==> config.mk <==
export PLATFORM = sky130hd
export DESIGN_NAME = rom_line_ctrl
export DESIGN_NICKNAME = d
export VERILOG_FILES = /design/src/rtl/rom_line_ctrl.sv
export SDC_FILE = /design/constraint.sdc
export NUM_CORES = 1
export LEC_CHECK = 0
export CAP_MARGIN = 20
export CORE_MARGIN = 2
export CORE_UTILIZATION = 42
export CTS_CLUSTER_SIZE = 30
export DETAILED_ROUTE_END_ITERATION = 8
export GPL_ROUTABILITY_DRIVEN = 0
export PLACE_DENSITY_LB_ADDON = 0.25
export SLEW_MARGIN = 20
export SYNTH_ARGS = -nofsm -noshare
export SYNTH_HDL_FRONTEND = slang
export SYNTH_SLANG_ARGS = --single-unit
==> constraint.sdc <==
create_clock -name clk -period 3.6 [get_ports clk]
set_clock_uncertainty 0.2 [all_clocks]
set_input_delay 0.72 -clock clk [delete_from_list [all_inputs] [get_ports clk]]
set_output_delay 0.72 -clock clk [all_outputs]
set_load 0.01 [all_outputs]
==> src/rtl/rom_line_ctrl.sv <==
// Line-fill controller between the rv32 fetch port and a synchronous instruction ROM.
// Reads four consecutive words per request and returns them as one 128-bit line.
module rom_line_ctrl #(
    parameter int          ROM_AW    = 12,
    parameter int          EXTRA_LAT = 0,
    parameter logic [31:0] OOR_WORD  = 32'h0000_0013
) (
    input  logic              clk,
    input  logic              rst,
    input  logic [31:0]       core_addr_i,
    input  logic              core_valid_req_i,
    output logic              rom_ready_o,
    output logic [127:0]      rom_data_o,
    output logic              mem_rd_en_o,
    output logic [ROM_AW-1:0] mem_addr_o,
    input  logic [31:0]       mem_rdata_i,
    output logic              busy_o
);

    localparam logic [2:0] S_IDLE  = 3'd0;
    localparam logic [2:0] S_READ  = 3'd1;
    localparam logic [2:0] S_DRAIN = 3'd2;
    localparam logic [2:0] S_WAIT  = 3'd3;
    localparam logic [2:0] S_RESP  = 3'd4;

    localparam logic [3:0] WAIT_LAST =
        (EXTRA_LAT == 0) ? 4'd0 : 4'(EXTRA_LAT - 1);

    logic [2:0]   state_q, state_d;
    logic [27:0]  line_q, line_d;
    logic [1:0]   iss_q, iss_d;
    logic [1:0]   cap_q, cap_d;
    logic         cap_vld_q, cap_vld_d;
    logic [3:0]   wait_q, wait_d;
    logic [127:0] data_q, data_d;

    logic [29:0]  iss_wa;
    logic [29:0]  cap_wa;
    logic         iss_oor;
    logic         cap_oor;
    logic         in_fill;
    logic         abort;
    logic         unused_addr;

    // Word address of a slot is the line index followed by the slot number.
    assign iss_wa  = {line_q, iss_q};
    assign cap_wa  = {line_q, cap_q};
    assign iss_oor = |iss_wa[29:ROM_AW];
    assign cap_oor = |cap_wa[29:ROM_AW];

    assign in_fill = (state_q == S_READ) || (state_q == S_DRAIN) ||
                     (state_q == S_WAIT);
    assign abort   = in_fill && !core_valid_req_i;

    assign mem_rd_en_o = (state_q == S_READ) && core_valid_req_i && !iss_oor;
    assign mem_addr_o  = mem_rd_en_o ? iss_wa[ROM_AW-1:0] : '0;
    assign rom_ready_o = (state_q == S_RESP);
    assign busy_o      = (state_q != S_IDLE);
    assign rom_data_o  = data_q;
    assign unused_addr = ^core_addr_i[3:0];

    always_comb begin
        state_d   = state_q;
        line_d    = line_q;
        iss_d     = iss_q;
        cap_d     = cap_q;
        cap_vld_d = 1'b0;
        wait_d    = wait_q;
        data_d    = data_q;

        // Out-of-range slots take the substitute word on the same beat.
        if (cap_vld_q && !abort) begin
            data_d[32*cap_q +: 32] = cap_oor ? OOR_WORD : mem_rdata_i;
            cap_d = cap_q + 2'd1;
        end

        unique case (state_q)
            S_IDLE: begin
                if (core_valid_req_i) begin
                    line_d  = core_addr_i[31:4];
                    iss_d   = 2'd0;
                    cap_d   = 2'd0;
                    wait_d  = 4'd0;
                    state_d = S_READ;
                end
            end
            S_READ: begin
                if (abort) begin
                    state_d = S_IDLE;
                end else begin
                    cap_vld_d = 1'b1;
                    iss_d     = iss_q + 2'd1;
                    if (iss_q == 2'd3) state_d = S_DRAIN;
                end
            end
            S_DRAIN: begin
                if (abort) state_d = S_IDLE;
                else if (EXTRA_LAT == 0) state_d = S_RESP;
                else state_d = S_WAIT;
            end
            S_WAIT: begin
                if (abort) begin
                    state_d = S_IDLE;
                end else begin
                    wait_d = wait_q + 4'd1;
                    if (wait_q == WAIT_LAST) state_d = S_RESP;
                end
            end
            S_RESP: begin
                state_d = S_IDLE;
            end
            default: begin
                state_d = S_IDLE;
            end
        endcase

        if (abort) begin
            iss_d  = 2'd0;
            cap_d  = 2'd0;
            wait_d = 4'd0;
        end
    end

    always_ff @(posedge clk) begin
        if (rst) begin
            state_q   <= S_IDLE;
            line_q    <= '0;
            iss_q     <= '0;
            cap_q     <= '0;
            cap_vld_q <= 1'b0;
            wait_q    <= '0;
            data_q    <= '0;
        end else begin
            state_q   <= state_d;
            line_q    <= line_d;
            iss_q     <= iss_d;
            cap_q     <= cap_d;
            cap_vld_q <= cap_vld_d;
            wait_q    <= wait_d;
            data_q    <= data_d;
        end
    end

endmodule

-- Word-level counts from Yosys, hierarchy flattened
Index checks and enable logic that the tools add are counted.
- input bits: 67
- word-level logic and storage cells: 61
- output and inout port bits: 143
- bits in registers: 168
- $add $sub $neg: 4
- muxes and demuxes: 18
- reduce and logical (&&, ||, !) cells: 21
- bitwise logic cells: 1
- shifts and indexed selects: 2
- eq/ne operators: 8
- operator list (kind ; number):
    $bwmux W128 ; 1
    $shift A32 B34 Y128 const A ; 1
    $shiftx A32 B34 Y128 ; 1
    $neg A7 Y34 ; 1
    $mux W32 ; 1
    $mux W3 ; 6
    $reduce_or A18 Y1 ; 1
    $mux W12 ; 1
    $pmux W3 S4 ; 1
    $mux W2 ; 4
    $pmux W4 S2 ; 1
    $eq A3 B2 Y1 const B ; 2
    $ne A3 B2 Y1 const B ; 2
    $reduce_and A2 Y1 ; 3
    $add A2 B1 Y2 const B ; 2
    $add A4 B1 Y4 const B ; 1
    $logic_and A1 B1 Y1 ; 4
    $logic_not A4 Y1 ; 1
    $mux W4 ; 1
    $pmux W2 S2 ; 1
    $reduce_bool A2 Y1 ; 2
    $reduce_or A2 Y1 ; 2
    $eq A3 B1 Y1 const B ; 1
    $eq A3 B3 Y1 const B ; 1
    9 further kinds ; 12

-- Depth between registers and ports, before layout
- depth after elaboration: 9
- gate-level depth with buffers: 8
- gate-level depth less buffers: 6

-- Worst setup path after synthesis
Ideal clock, no wire load.
- kind: flip-flop to output port
- start point: reg state_q[1]
- end point: out mem_addr_o[10]
- arrival: 1530 ps
- stages on the path, launching flop included: 6
- buffers on the path: 2
- required time: 2680 ps
- path slack: 1150 ps
- cell sequence: dfxtp_1 > clkbuf_1 > or3b_1 > nor4_2 > buf_2 > and2_1
- longest elaborated chain between the ends: 4
- ends and longest elaborated chain (what ; line ; RTL):
    start, declared ; 29 ; logic [2:0] state_q, state_d;
    start signal, assigned ; 134 ; state_q <= state_d;
    $eq A3 B1 Y1 ; 55 ; assign mem_rd_en_o = (state_q == S_READ) && core_valid_req_i && !iss_oor;
    $logic_and A1 B1 Y1 (2 in a row) ; 55 ;
    net mem_rd_en_o ; 14 ; output logic mem_rd_en_o,
    $mux W12 ; 56 ; assign mem_addr_o = mem_rd_en_o ? iss_wa[ROM_AW-1:0] : '0;
    end, declared ; 15 ; output logic [ROM_AW-1:0] mem_addr_o,
The timed path passes the listed nets, and every way through them passes these cells.

-- Worst setup path in the final report
- start point: reg state_q[0]
- end point: out mem_addr_o[9]
- longest elaborated chain between the ends: 4
- ends and longest elaborated chain (what ; line):
    $eq A3 B1 Y1 ; 55
    $logic_and A1 B1 Y1 (2 in a row) ; 55
    $mux W12 ; 56
No other way between the ends.

==> impl_metrics.tcl <==
set metrics [dict create \
    status "complete, no violations" \
    peakVddDrop_v 0.000259 \
    yosysWarnings 0 \
    slew_headroom_pct 31.2 \
    synth_seq_area_share_pct 58.4 \
    htreeDepth 4 \
    wirelength_mm 16.2 \
    syn_nets 598 \
    synth_top_area_share_pct 58.4 \
    clkTransAtPathRegs_ns 0.06 \
    overflow 0 \
    die_area_sq_um 14700 \
    clock_latency_ns 0.42 \
    rows 42 \
    drive_above_1_share_pct 8.31 \
    die-width_um 121 \
    fin_tns_setup_ns 0 \
    slew_viol_final 0 \
    grt.total_usage_pct 22.3 \
    ant_nets 0 \
    critical_path.max_stage_delay_ns 0.54 \
    period_share_pct 94.6 \
    grt_max_degree 34 \
    finalWorstPathRequiredPeriod_ns 3.40 \
    p_int_mw 3.09 \
    swShare_pct 22.3 \
    clockBufferDepth 2 \
    pwr-share-seq_pct 47.7 \
    via_count 4875 \
    critPathKind "reg -> out" \
    clkPwrFrac_pct 46.4 \
    die_h_um 121 \
    worst_slew_pin_slew_ns 1.03 \
    numCtsBuffers 17 \
    cap_viol_max_count 0 \
    utilization_pct 64.6 \
    core_area_sq_um 13300 \
    antenna_found_initial 0 \
    cp-end-kind "output pin" \
    drc 0 \
    powerDensity_nw_per_um2 460 \
    syn_area_per_cell_sq_um 11.0 \
    crit_arrival_ns 2.48 \
    ys_ff_latch 168 \
    cts_tree "built" \
    path_cells "or3b_1 > nor4_2 > buf_4 > and2_1 > clkdlybuf4s50_1" \
    n_antenna_cell 0 \
    first_iter_violations 330 \
    cts_sinks 168 \
    dr.pass1.iters 4 \
    nets 795 \
    ctsResizeCount 0 \
    start_util_pct 43.2 \
    place_hpwl_mm 11.3 \
    numPortBuffers 205 \
    netSwitchingPower_uw 884 \
    ys_types 42 \
    synth_area_leaders "dfxtp_1 58%, a22o_1 19%, nand2_1 4.2%" \
    cp_top_family "simple AND/OR/NAND/NOR gates" \
    crit_path_start_kind "flop" \
    fmaxAchievable_ghz 0.294 \
    setup_viol 0 \
    hold_class "reg -> reg" \
    cp_max_fo 13 \
    crit_buf_inv 2 \
    cts_hold_buf 0 \
    first_global_vias 4893 \
    crit_slowest_cell "dfxtp_1" \
    syn2layout_area_growth_pct 49.6 \
    viasPerCell 5.36 \
    boundaryPins 210 \
    drt-wirelength-per-cell_um 17.8 \
    place_area_sq_um 8020 \
    rsz0062_at_grt "no" \
    grt_pass1_wl_mm 25.5 \
    synth_top_cell_by_area "dfxtp_1" \
    critPathRequiredTime_ns 2.68 \
    combPwrFrac_pct 5.8 \
    synth_area_sq_um 5760 \
    leakage_nw 3.26 \
    fin_area_sq_um 8620 \
    root_buffer "clkbuf_16" \
    synth_cells 524 \
    hold_viol 0 \
    post_cts_buffers 0 \
]
-- cells by family after synthesis --
kind of cell	after synthesis	share of synthesized area, %
buf+inv	45	3.89
compound gates	173	24.1
flops	168	58.4
fa+ha+maj	7	1.52
mux	1	0.195
xor+xnor	2	0.304
simple gates	128	11.7
-- state kept, by name, indices dropped and copies added (netlist names) --
| register | flops |
|---|---|
| wait_q | 4 |
| line_q | 28 |
| rom_data_o | 128 |
| cap_q | 2 |
| state_q | 3 |
| iss_q | 2 |
| cap_vld_q | 1 |
-- power by group through the flow --
| stage | sequential (mW) | combinational, mW | clock [mW] |
|---|---|---|---|
| after floorplan | 1.93 | 0.0937 | 0 |
| after global placement | 1.94 | 0.228 | 0 |
| after detailed placement | 1.94 | 0.233 | 0 |
| after CTS | 1.90 | 0.235 | 1.87 |
| after global routing | 1.90 | 0.252 | 1.95 |
| final | 1.90 | 0.232 | 1.84 |
-- worst register-to-register path: stages (launching register included) --
cell,delay [ns]
dfxtp_1,0.50
inv_1,0.11
ha_1,0.37
nor3b_1,0.20
o211ai_1,0.18
nor4_4,0.53
buf_4,0.40
a22o_1,0.19
-- Yosys cell counts (all sizes together) --
cell type,n
nand4,1
and2,13
nand2b,1
clkbuf,21
a21boi,1
nand3,7
buf,19
dfxtp,168
o21a,1
a22o,128
o2111a,2
mux2,1
inv,5
and3,1
or3,5
a21oi,37
or2,3
or4b,1
xnor2,1
nor3,3
nand2,64
nor4,8
and3b,1
o211ai,2
nor3b,3
a211o,1
or3b,1
nand3b,1
ha,7
nor2,13
a21o,1
nor4b,2
xor2,1
-- path summary, 6_finish.rpt --
| path | cells after the start | endpoint | slack [ns] | start |
|---|---|---|---|---|
| min reg2reg | 2 | line_q[2] | 0.25 | line_q[2] |
| max | 5 | mem_addr_o[9] | 0.20 | state_q[0] |
| max reg2reg | 7 | rom_data_o[16] | 0.86 | cap_q[0] |
| min | 2 | line_q[2] | 0.25 | line_q[2] |
-- area by class of cell --
| cell class | count | area, sq um |
|---|---|---|
| fillers | 1090 | 4730 |
| flip-flops and latches | 168 | 3360 |
| multi-input cells | 311 | 2260 |
| repair buffers | 218 | 2160 |
| clock buffers | 19 | 433 |
| well taps | 176 | 220 |
| clock inverters | 13 | 168 |
| inverters | 5 | 18.8 |
-- cell usage in the layout, fill, tap and decap left out, drive strengths merged, types with 3 or more instances in the layout --
cell type / instances
clkdlybuf4s50: 204
dfxtp: 168
a22o: 128
nand2: 64
a21oi: 37
clkbuf: 19
buf: 14
and2: 13
nor2: 13
inv: 10
nor4: 8
ha: 7
nand3: 7
or3: 5
nor3: 3
bufinv: 3
nor3b: 3
clkinv: 3
or2: 3
-- metal layers --
layer / track usage (%) / share of wire (%) / vias up
met3: 5.12 / 6.4 / 17
met5: 0 / 0 / -
met2: 37.7 / 49 / 173
met1: 27.1 / 43 / 2367
li1: - / - / 2318
met4: 9.48 / 1.7 / 0
-- metrics by stage --
step / std cells / power (mW) / setup WS, ns / hold slack, ns
2_1_floorplan: 524 / 2.03 / 1.15 / 0.232
6_report: 910 / 3.97 / 0.195 / 0.254
3_5_place_dp: 878 / 2.17 / 0.270 / 0.246
3_3_place_gp: 878 / 2.16 / 0.297 / 0.241
5_1_grt: 910 / 4.10 / 0.0406 / 0.278
4_1_cts: 910 / 4.00 / 0.173 / 0.255
Note: power is estimated with default switching activity, not from simulation.
